`config.mk`:
```
export PLATFORM = sky130hd
export DESIGN_NAME = vx_wb_arbiter
export DESIGN_NICKNAME = d
export VERILOG_FILES = /design/src/rtl/vx_wb_arbiter.sv
export SDC_FILE = /design/constraint.sdc
export NUM_CORES = 1
export LEC_CHECK = 0
export CAP_MARGIN = 0
export CORE_ASPECT_RATIO = 0.7
export CORE_MARGIN = 2
export CORE_UTILIZATION = 42
export DETAILED_ROUTE_END_ITERATION = 10
export MAX_ROUTING_LAYER = met4
export PLACE_DENSITY_LB_ADDON = 0.1
export SLEW_MARGIN = 15
export SYNTH_ARGS = -nofsm -noshare
export SYNTH_HDL_FRONTEND = slang
export SYNTH_SLANG_ARGS = --single-unit
```
`constraint.sdc`:
```
create_clock -name clk -period 6.3 [get_ports clk]
set_clock_uncertainty 0.05 [all_clocks]
set_input_delay 1.26 -clock clk [delete_from_list [all_inputs] [get_ports clk]]
set_output_delay 1.26 -clock clk [all_outputs]
set_load 0.05 [all_outputs]
```
`src/rtl/vx_wb_arbiter.sv`:
```
// Shares one writeback port among NUM_REQS execute streams: round-robin with aging, sop..eop packet lock.
// One registered output stage (fire -> valid_out next cycle); ready_in only to the granted unit when the output can accept.
module vx_wb_arbiter #(
  parameter int  NUM_REQS  = 4,
  parameter int  DATAW     = 64,
  parameter int  AGE_LIMIT = 15,
  parameter int  CTR_BITS  = 32,
  localparam int SEL_BITS  = (NUM_REQS > 1) ? $clog2(NUM_REQS) : 1
) (
  input  logic                      clk,
  input  logic                      reset,
  input  logic [NUM_REQS-1:0]       valid_in,
  input  logic [NUM_REQS-1:0]       sop_in,
  input  logic [NUM_REQS-1:0]       eop_in,
  input  logic [NUM_REQS*DATAW-1:0] data_in,
  output logic [NUM_REQS-1:0]       ready_in,
  output logic                      valid_out,
  output logic                      sop_out,
  output logic                      eop_out,
  output logic [DATAW-1:0]          data_out,
  output logic [SEL_BITS-1:0]       sel_out,
  input  logic                      ready_out,
  output logic                      lock_active,
  output logic [CTR_BITS-1:0]       perf_conflicts
);

  typedef enum logic {IDLE, LOCKED} state_t;

  state_t              state;
  logic [SEL_BITS-1:0] rr_ptr;
  logic [SEL_BITS-1:0] lock_idx;
  logic [SEL_BITS-1:0] grant_idx;
  logic [SEL_BITS-1:0] next_ptr;
  logic [SEL_BITS:0]   scan_idx;
  logic                grant_vld;
  logic                accept;
  logic                fire;
  logic [NUM_REQS-1:0] urgent;
  logic [NUM_REQS-1:0] fire_vec;
  logic [7:0]          age [NUM_REQS];

  assign accept   = ~valid_out | ready_out;
  assign fire     = accept & grant_vld;
  assign fire_vec = valid_in & ready_in;
  assign next_ptr = (grant_idx == SEL_BITS'(NUM_REQS - 1)) ? '0 : grant_idx + 1'b1;

  always_comb begin
    urgent = '0;
    for (int i = 0; i < NUM_REQS; i++) begin
      urgent[i] = valid_in[i] && (age[i] == 8'(AGE_LIMIT));
    end
  end

  // Urgent requesters beat round-robin, but never break an open packet.
  always_comb begin
    grant_vld = 1'b0;
    grant_idx = '0;
    scan_idx  = '0;
    if (state == LOCKED) begin
      grant_idx = lock_idx;
      grant_vld = valid_in[lock_idx];
    end else if (|urgent) begin
      for (int i = NUM_REQS - 1; i >= 0; i--) begin
        if (urgent[i]) grant_idx = SEL_BITS'(i);
      end
      grant_vld = 1'b1;
    end else begin
      for (int k = NUM_REQS - 1; k >= 0; k--) begin
        scan_idx = {1'b0, rr_ptr} + (SEL_BITS+1)'(k);
        if (scan_idx >= (SEL_BITS+1)'(NUM_REQS)) scan_idx = scan_idx - (SEL_BITS+1)'(NUM_REQS);
        if (valid_in[scan_idx[SEL_BITS-1:0]]) begin
          grant_idx = scan_idx[SEL_BITS-1:0];
          grant_vld = 1'b1;
        end
      end
    end
  end

  always_comb begin
    ready_in = '0;
    if (fire) ready_in[grant_idx] = 1'b1;
  end

  always_ff @(posedge clk or posedge reset) begin
    if (reset) begin
      state       <= IDLE;
      lock_active <= 1'b0;
      lock_idx    <= '0;
      rr_ptr      <= '0;
      valid_out   <= 1'b0;
      sop_out     <= 1'b0;
      eop_out     <= 1'b0;
      data_out    <= '0;
      sel_out     <= '0;
    end else begin
      if (fire) begin
        valid_out <= 1'b1;
        sop_out   <= sop_in[grant_idx];
        eop_out   <= eop_in[grant_idx];
        data_out  <= data_in[int'(grant_idx)*DATAW +: DATAW];
        sel_out   <= grant_idx;
      end else if (ready_out) begin
        valid_out <= 1'b0;
      end
      // In LOCKED grant_idx equals lock_idx, so next_ptr covers both exits.
      if (fire) begin
        if (eop_in[grant_idx]) begin
          state       <= IDLE;
          lock_active <= 1'b0;
          rr_ptr      <= next_ptr;
        end else if (state == IDLE) begin
          state       <= LOCKED;
          lock_active <= 1'b1;
          lock_idx    <= grant_idx;
        end
      end
    end
  end

  always_ff @(posedge clk or posedge reset) begin
    if (reset) begin
      perf_conflicts <= '0;
      for (int i = 0; i < NUM_REQS; i++) age[i] <= '0;
    end else begin
      if (fire && ($countones(valid_in) > 1)) perf_conflicts <= perf_conflicts + 1'b1;
      for (int i = 0; i < NUM_REQS; i++) begin
        if (!valid_in[i] || fire_vec[i]) age[i] <= '0;
        else if (age[i] != 8'(AGE_LIMIT)) age[i] <= age[i] + 1'b1;
      end
    end
  end

endmodule

```
==> results.txt, run 1 <==
The number of enable flip-flop cells after synthesis is 0. The power density of the placed cells is 464 mW/mm^2. The count of final setup violators is 0. The deepest level of the CTS H-tree is 4. Sorting the synthesized cells by how often they occur yields 427 x nand2_1, 139 x dfrtp_1, 103 x o21ai_0, 92 x nand3_1.

The number of cells on the critical path came out at 11. Across every metal layer, demand over resource in global routing totals 27.1%. Setup repair after global routing left no endpoint under its margin.

Multiplexer cells account for 1.31% of the synthesized area. For the pin with the worst max-slew slack, the measured transition is 0.947 ns. The worst setup path is launched from a primary input. The share of cells above drive strength 1 came out at 3.96%. The most critical setup path has its startpoint at valid_in[2]. The floorplan row count is 42.

The cell occurring most often along the worst timing path is clkdlybuf4s50_1. The most used flip-flop cell after synthesis is dfrtp_1. The total of flip-flops plus latches after synthesis came out at 139. The worst register-to-register path begins at age[16]. The multi-input combinational cells in the finished layout cover a total of 0.00416 sq mm. The post-cts repair resize count is 0.

The per-cell via count in the routed design is 5.03. The number of buffer and inverter stages on the critical path is 4. The die area came out at 0.0200 sq mm. The warning count from the yosys run is 0. The critical path ends at ready_in[3]. The register area share after synthesis is 43.8%. The critical-path maximum fanout is 35. The synthesized cell area came out at 0.00793 sq mm. Hold timing on the final database bottoms out at a slack of 0.427 ns. Of the total synthesized cell area, the portion taken by AND, OR, NAND and NOR gates is 32.7%. The final RePlAce weighted congestion is 0.859. The chip height came out at 119 um.

The clock-pin slew reported for the worst setup and hold paths after clock tree synthesis is 0.06 ns. The final number of max-transition violations came to 0. TritonCTS built the clock tree. Once routing completed, OpenROAD measured the worst setup slack at 0.508 ns. Summing the areas of all xor and xnor instances in the mapped netlist gives 5.30% of the synthesized area. The maximum VDD drop is 0.349 mV. The signal on the critical path passes through clkdlybuf4s50_1 > or3b_1 > o221ai_1 > a21boi_0 > o21ai_1 > and2_1 > inv_4 > ha_1 > inv_1 > nor2_1 > clkdlybuf4s50_1. Timing analysis after detailed placement gives a worst setup slack of 0.606 ns. On the critical path the largest part of the delay comes from buffers and inverters.

The run finished with clean final reports. The top-level I/O count came out at 377. The relative area change from synthesis to final layout is 56.6%. The dominant cell type by area after synthesis is dfrtp_1.

The root buffer cell chosen for the clock tree is clkbuf_16. The number of antenna violations at the first check in global routing is 0. The most common cell in the synthesized netlist is nand2_1. The count of port buffers added during placement came out at 376. The highest clock frequency the design can meet is 173 MHz. The post-route clock period utilization came out at 91.9%.

Clock latency on the worst-skew pair, taken at its later pin, is 0.41 ns. After synthesis, the largest area contributor takes up 43.8% of total cell area. The count of endpoints failing hold in the final timing report came out at 0. The repair_antennas step left the layout with diodes totalling 0. The data arrival at the endpoint of the critical path is 4.48 ns.

Across all layers, the routed design uses 8332 vias. The count of routing violations after the opening detailed-route iteration came out at 618. The remaining global-route overflow is 0. The count of nets left with antenna violations once routing finished came out at 0. The worst setup path is captured at an output pin. The delay contributed by the slowest stage of the critical path is 0.73 ns.

After detailed routing, the number of remaining DRC violations is 0. The floorplan step defined a core boundary enclosing 0.0187 sq mm. The required time reported for the critical path endpoint came out at 4.99 ns. For this run, the detailed router's first-pass iteration total came to 5. The combinational family with the most area after synthesis is simple AND/OR/NAND/NOR gates. The proportion of register bits with asynchronous set or reset after synthesis came out at 100%. The worst-case register-to-register setup slack is 2.32 ns. The first-pass GRT wire length came out at 41.6 mm. The synthesized area per cell came out at 7.46 sq um. Once the floorplan was initialized, standard cells occupied 42.4% of the core. Fill cells in the final layout number 1680. The worst register-to-register path has a depth of 12. Yosys mapped the design onto 53 distinct sky130hd cell types. The cell count after synthesis is 1063.

The area occupied by registers came out at 0.00348 sq mm. The routed wire length came out at 26.8 mm. The largest individual stage delay along the critical path comes from the cell clkdlybuf4s50_1.

The number of global-route vias before repair is 7747. By area the synthesized netlist is led by dfrtp_1 44%, nand2_1 20%, o21ai_0 6.5%. The clock sink total came out at 139. The total power consumption of the routed design is 5760 uW. The worst register-to-register path ends at rr_ptr[0].

After clock tree synthesis, the setup repair step added 0 buffers. The clock period could shrink to 5.79 ns. The adder-cell share of the synthesized area is 1.67%. The tightest min-delay check is of the reg2reg type. The worst setup path is of the in2out kind. The routed length per instance came out at 16.2 um.

The total CTS buffers came out at 17. The sum of negative setup slack is 0 ns. In this run the static leakage power is 0.00543 uW. The total number of nets in the final design came out at 1683.

The largest net degree at the start of global routing came out at 102. The maximum root-to-sink buffer count is 2. The chip width came out at 168 um. The share of the synthesized area in compound gates (AO/OA/AOI/OAI) came out at 11.3%. The hold-fix buffer count after cts is 0.

After legalization and detailed placement, the total HPWL measured 19.9 mm. The worst slew slack as a fraction of its limit came out at 36.8%. The net count of the mapped netlist is 1344. The tool flagged a number of max-cap violations equal to 0.
layer usage:
| layer | GRT usage, % | vias to the layer above | part of all wire (%) |
|---|---|---|---|
| li1 | - | 4193 | - |
| met1 | 35.0 | 3821 | 44 |
| met2 | 43.4 | 278 | 47 |
| met3 | 5.95 | 40 | 6.7 |
| met4 | 7.38 | 0 | 2.3 |
| met5 | - | - | 0 |
final cells by class:
type / count / share of cell area [%]
timing repair buffer: 383 / 30.7
multi-input combinational: 849 / 33.5
inverter: 12 / 0.463
tap: 242 / 2.44
clock buffer: 17 / 3.42
clock inverter: 15 / 1.52
sequential: 139 / 28.0
kinds of logic (layout without fill, tap and decap cells):
kind of cell | Yosys count | in the layout
fa+ha+maj | 10 | 10
buf+inv | 75 | 427
flops | 139 | 139
compound gates | 167 | 167
mux | 8 | 8
xor+xnor | 48 | 48
simple gates | 616 | 616
registers in the layout, indices dropped and copies added (netlist names), 2 cells and up:
register,flops
rr_ptr,2
lock_idx,2
sel_out,2
age,32
perf_conflicts,32
data_out,64
layout by cell type, fill, tap and decap left out, drive strengths merged, types with 2 or more instances in the layout:
cell / synthesis / layout
and3: 11 / 11
nand2: 427 / 427
and4: 5 / 5
and4b: 2 / 2
clkinv: 1 / 7
nand3: 92 / 92
o21ai: 141 / 141
ha: 9 / 9
or3: 3 / 3
a211oi: 2 / 2
clkinvlp: 0 / 2
clkdlybuf4s50: 0 / 374
bufinv: 0 / 3
xnor2: 36 / 36
nor3: 10 / 10
buf: 20 / 9
nor2b: 2 / 2
nand4: 9 / 9
clkbuf: 43 / 17
inv: 11 / 15
nor2: 45 / 45
xor2: 12 / 12
dfrtp: 139 / 139
a21boi: 3 / 3
mux2i: 4 / 4
and2: 2 / 2
mux2: 3 / 3
nor3b: 3 / 3
a21oi: 10 / 10
a31oi: 2 / 2
or4: 2 / 2
metrics by stage:
stage          cells  util (%)  area, sq um
3_5_place_dp    1625      63.1        11800
6_report        1657      66.4        12400
2_1_floorplan   1063         -         7930
4_1_cts         1657      66.4        12400
3_3_place_gp    1625      63.1        11800
5_1_grt         1657      66.4        12400
where the power goes:
group | switching [uW] | leakage (uW) | internal (uW)
clock network | 413 | 0.000295 | 630
registers | 177 | 0.00178 | 1180
logic | 2260 | 0.00336 | 1100
worst min-delay path by stage:
stage                       startpoint  cells after the start            endpoint
finish                     data_out[5]                      2         data_out[5]
global placement          data_out[59]                      2        data_out[59]
global route        perf_conflicts[31]                      1  perf_conflicts[31]
floorplan                      age[23]                      2             age[23]
CTS                 perf_conflicts[31]                      1  perf_conflicts[31]
detailed placement  perf_conflicts[31]                      1  perf_conflicts[31]
worst reg2reg max path: stages, from the launching register on:
cell	delay, ns
dfrtp_1	0.40
ha_1	0.21
nand3_1	0.20
nor3_2	0.43
nand2_1	0.15
a32o_4	0.34
buf_4	0.29
clkinv_4	0.12
buf_4	0.66
a31o_4	0.19
a21oi_1	0.05
a311o_1	0.44
mux2_4	0.33
No activity file was read; power rests on OpenSTA's default activity.
==> run 2: changes to the inputs <==
Settings changed: CORE_MARGIN 2 to 10.
Clock period 6.3 ns to 5.77 ns, I/O delays scaled along.
==> results.txt, run 2 (synthesis gave the netlist of run 1 again) <==
The number of antenna violations at the first check in global routing is 1 (+1). The largest net degree at the start of global routing was 106 (+3.9%). The number of cells traversed by the worst hold path came out at 2 (unchanged). The share of total power in sequential cells is 24.0% (+0.4 points).

The leakage power total came out at 0.00541 uW (-0.38%). The clock-pin slew reported for the worst setup and hold paths after clock tree synthesis is 0.06 ns (about the same). The type of destination of the critical path is an output pin. The number of routed nets with antenna violations is 0 (unchanged).

The highest clock frequency the design can meet is 194 MHz. The area after detailed placement is 0.0118 sq mm (about the same). The maximum VDD drop came to 0.330 mV (-5.6%). The routed length per instance was 18.8 um (+16%). The clock latency on the worst-skew pair came out at 0.43 ns (+0.02 ns). The type of origin of the critical path is a primary input. The share of cells above drive strength 1 came out at 4.10% (+0.14 points). The per-cell via count in the routed design came out at 5.04 (+0.33%). The cell chosen for the clock root is clkbuf_16.

The chip width is 184 um (+9.5%). TritonCTS built the clock tree. The number of max-cap violations is 0 (unchanged).

The required time reported for the critical path endpoint came out at 4.57 ns (-0.42 ns). The top-level I/O count came to 377 (unchanged). The remaining global-route overflow came out at 0 (unchanged). The worst hold path startpoint is data_out[36]. The flow ran to the end, and the final reports show no timing, DRC or antenna violations. The met1 layer usage reported by global route came out at 28.9% (-6.1 points). The worst slew slack as a fraction of its limit came out at 31.2% (-5.7 points). The largest registers in the layout are data_out (64), age (32), perf_conflicts (32). The type of the setup path with the least slack is in2out. The data arrival at the endpoint of the critical path came out at 3.94 ns (-0.54 ns). The total of fill cells in the finished design is 1583 (-5.8%).

The post-cts repair resize count is 0 (unchanged). In the layout the commonest cells are 427 x nand2_1, 373 x clkdlybuf4s50_1, 139 x dfrtp_1. The global routing usage on met3 is 6.78% (+0.83 points). The placeable core region was 0.0183 sq mm (-2.4%).

Leaving out fill and tap cells, the most frequent cell in the layout is nand2_1. data_out holds more flip-flops than any other register. The final non-filler cell area is 0.0124 sq mm (-0.44%). The count of final setup violators is 0 (unchanged). The number of buffers inserted by post-CTS setup repair was 0 (unchanged). In this run the critical register-to-register path is launched from age[5].

The delay contributed by the slowest stage of the critical path came out at 0.82 ns (+0.09 ns). The switching part of the total came out at 50.7% (+1.2 points). The chip height came out at 135 um (+13%). The power density of the placed cells is 504 mW/mm^2 (+8.6%). The post-route clock period utilization is 89.2%. The final HPWL from detailed placement is 23.8 mm (+20%).

The deepest level of the CTS H-tree is 4 (unchanged). The relative area change from synthesis to final layout is 55.9%. The maximum root-to-sink buffer count is 2 (unchanged). The sum of negative setup slack came out at 0 ns (unchanged). The critical-path maximum fanout came out at 9 (-74%). The minimum clock period after layout came out at 5.15 ns. The number of search-and-repair iterations in the first detailed-routing pass came out at 5 (unchanged).

The combinational power share came out at 59.4% (+1.1 points). The clock network fraction of design power came out at 16.5% (-1.6 points). The overall fraction of global-route tracks in use came to 24.8% (-2.3 points). The initial standard-cell utilization of the core came out at 43.4% (+1.0 points). The final number of max-transition violations is 0 (unchanged). Walking the worst path, the cells encountered are clkdlybuf4s50_1 > or3b_1 > o221ai_1 > a21boi_0 > o21ai_1 > and2_1 > ha_1 > inv_1 > nor2_1 > clkdlybuf4s50_1. The number of vias after detailed routing is 8339 (+0.084%). The die area was 0.0249 sq mm (+24%). The final RePlAce weighted congestion is 0.887 (+3.3%). Setup repair after global routing left no endpoint under its margin.

The count of endpoints failing hold in the final timing report is 0 (unchanged). The transition time of the tightest slew-check pin is 1.03 ns (+0.0852 ns). The slowest stage cell on the critical path is clkdlybuf4s50_1. In this run the critical register-to-register path is captured at rr_ptr[1]. The internal power component came out at 3070 uW (+5.6%). The first-pass GRT wire length came out at 46.9 mm (+13%). For hold timing, the worst endpoint is data_out[36].

The clock sink total came out at 139 (unchanged). The switching power total is 3160 uW (+11%). The routed wire length is 31.1 mm (+16%). The cell that appears most often on the critical path is clkdlybuf4s50_1. The hold-fix buffer count after cts is 0 (unchanged). The number of flip-flops in the largest register is 64 (unchanged). met2 is the most crowded layer. The global routing met2 resource utilization came to 41.5% (-1.9 points).

The count of port buffers added during placement is 376 (unchanged). The count of routing violations after the opening detailed-route iteration came out at 460 (-26%). The total number of nets in the final design was 1684 (+0.059%). The worst hold path belongs to the class reg2reg. The floorplan row count came out at 41 (-2.4%). The total CTS buffers was 17 (unchanged).

The worst-case register-to-register setup slack is 1.70 ns (-0.62 ns). The worst reg-to-reg path cell count came out at 11 (-1). The post-route DRC violation count came out at 0 (unchanged). The area of the multi-input gates is 0.00416 sq mm (unchanged). The area occupied by registers is 0.00348 sq mm (unchanged). The number of global-route vias before repair was 8035 (+3.7%).
[run 2: critical path, delay by kind of cell]
family	cells	cell delay, ns
AOI/OAI and AO/OA	3	0.43
adders and majority gates	1	0.15
and+or+nand+nor	3	0.68
buffers and inverters	3	1.51
[run 2: worst max path at each step]
stage	start	to	slack, ns
detailed placement	valid_in[2]	ready_in[2]	0.62
CTS	valid_in[2]	ready_in[2]	0.61
global route	valid_in[2]	ready_in[2]	0.47
finish	valid_in[2]	ready_in[2]	0.62
global placement	valid_in[2]	ready_in[2]	0.67
floorplan	reset	age[0]	0.84
[run 2: area by class of cell]
type | instances | area share [%]
multi-input combinational | 849 | 33.6
inverter | 12 | 0.465
clock buffer | 19 | 3.66
sequential | 139 | 28.1
antenna | 1 | 0.0202
timing repair buffer | 384 | 30.8
tap | 236 | 2.39
clock inverter | 13 | 0.860
[run 2: layer usage]
metal / share of wire (%) / wire length [um]
met4: 1.7 / 521
met1: 42 / 13000
met3: 7.0 / 2170
met2: 49 / 15400
met5: 0 / 0
[run 2: power by group through the flow]
stage,logic [uW],clock network [uW],registers [uW]
floorplan,1560,0,2390
global placement,3700,0,1490
detailed placement,3740,0,1510
CTS,3750,1050,1500
global route,4030,1090,1540
finish,3700,1030,1500
[run 2: through the flow]
stage               worst slack (ns)  utilization, %  power [uW]  hold WS (ns)  instances
floorplan                      0.841               -        3950         0.449       1063
global placement               0.669            64.7        5190         0.410       1620
global route                   0.469            67.7        6660         0.441       1653
detailed placement             0.623            64.7        5240         0.419       1620
finish                         0.621            67.7        6230         0.428       1653
CTS                            0.615            67.7        6290         0.432       1652
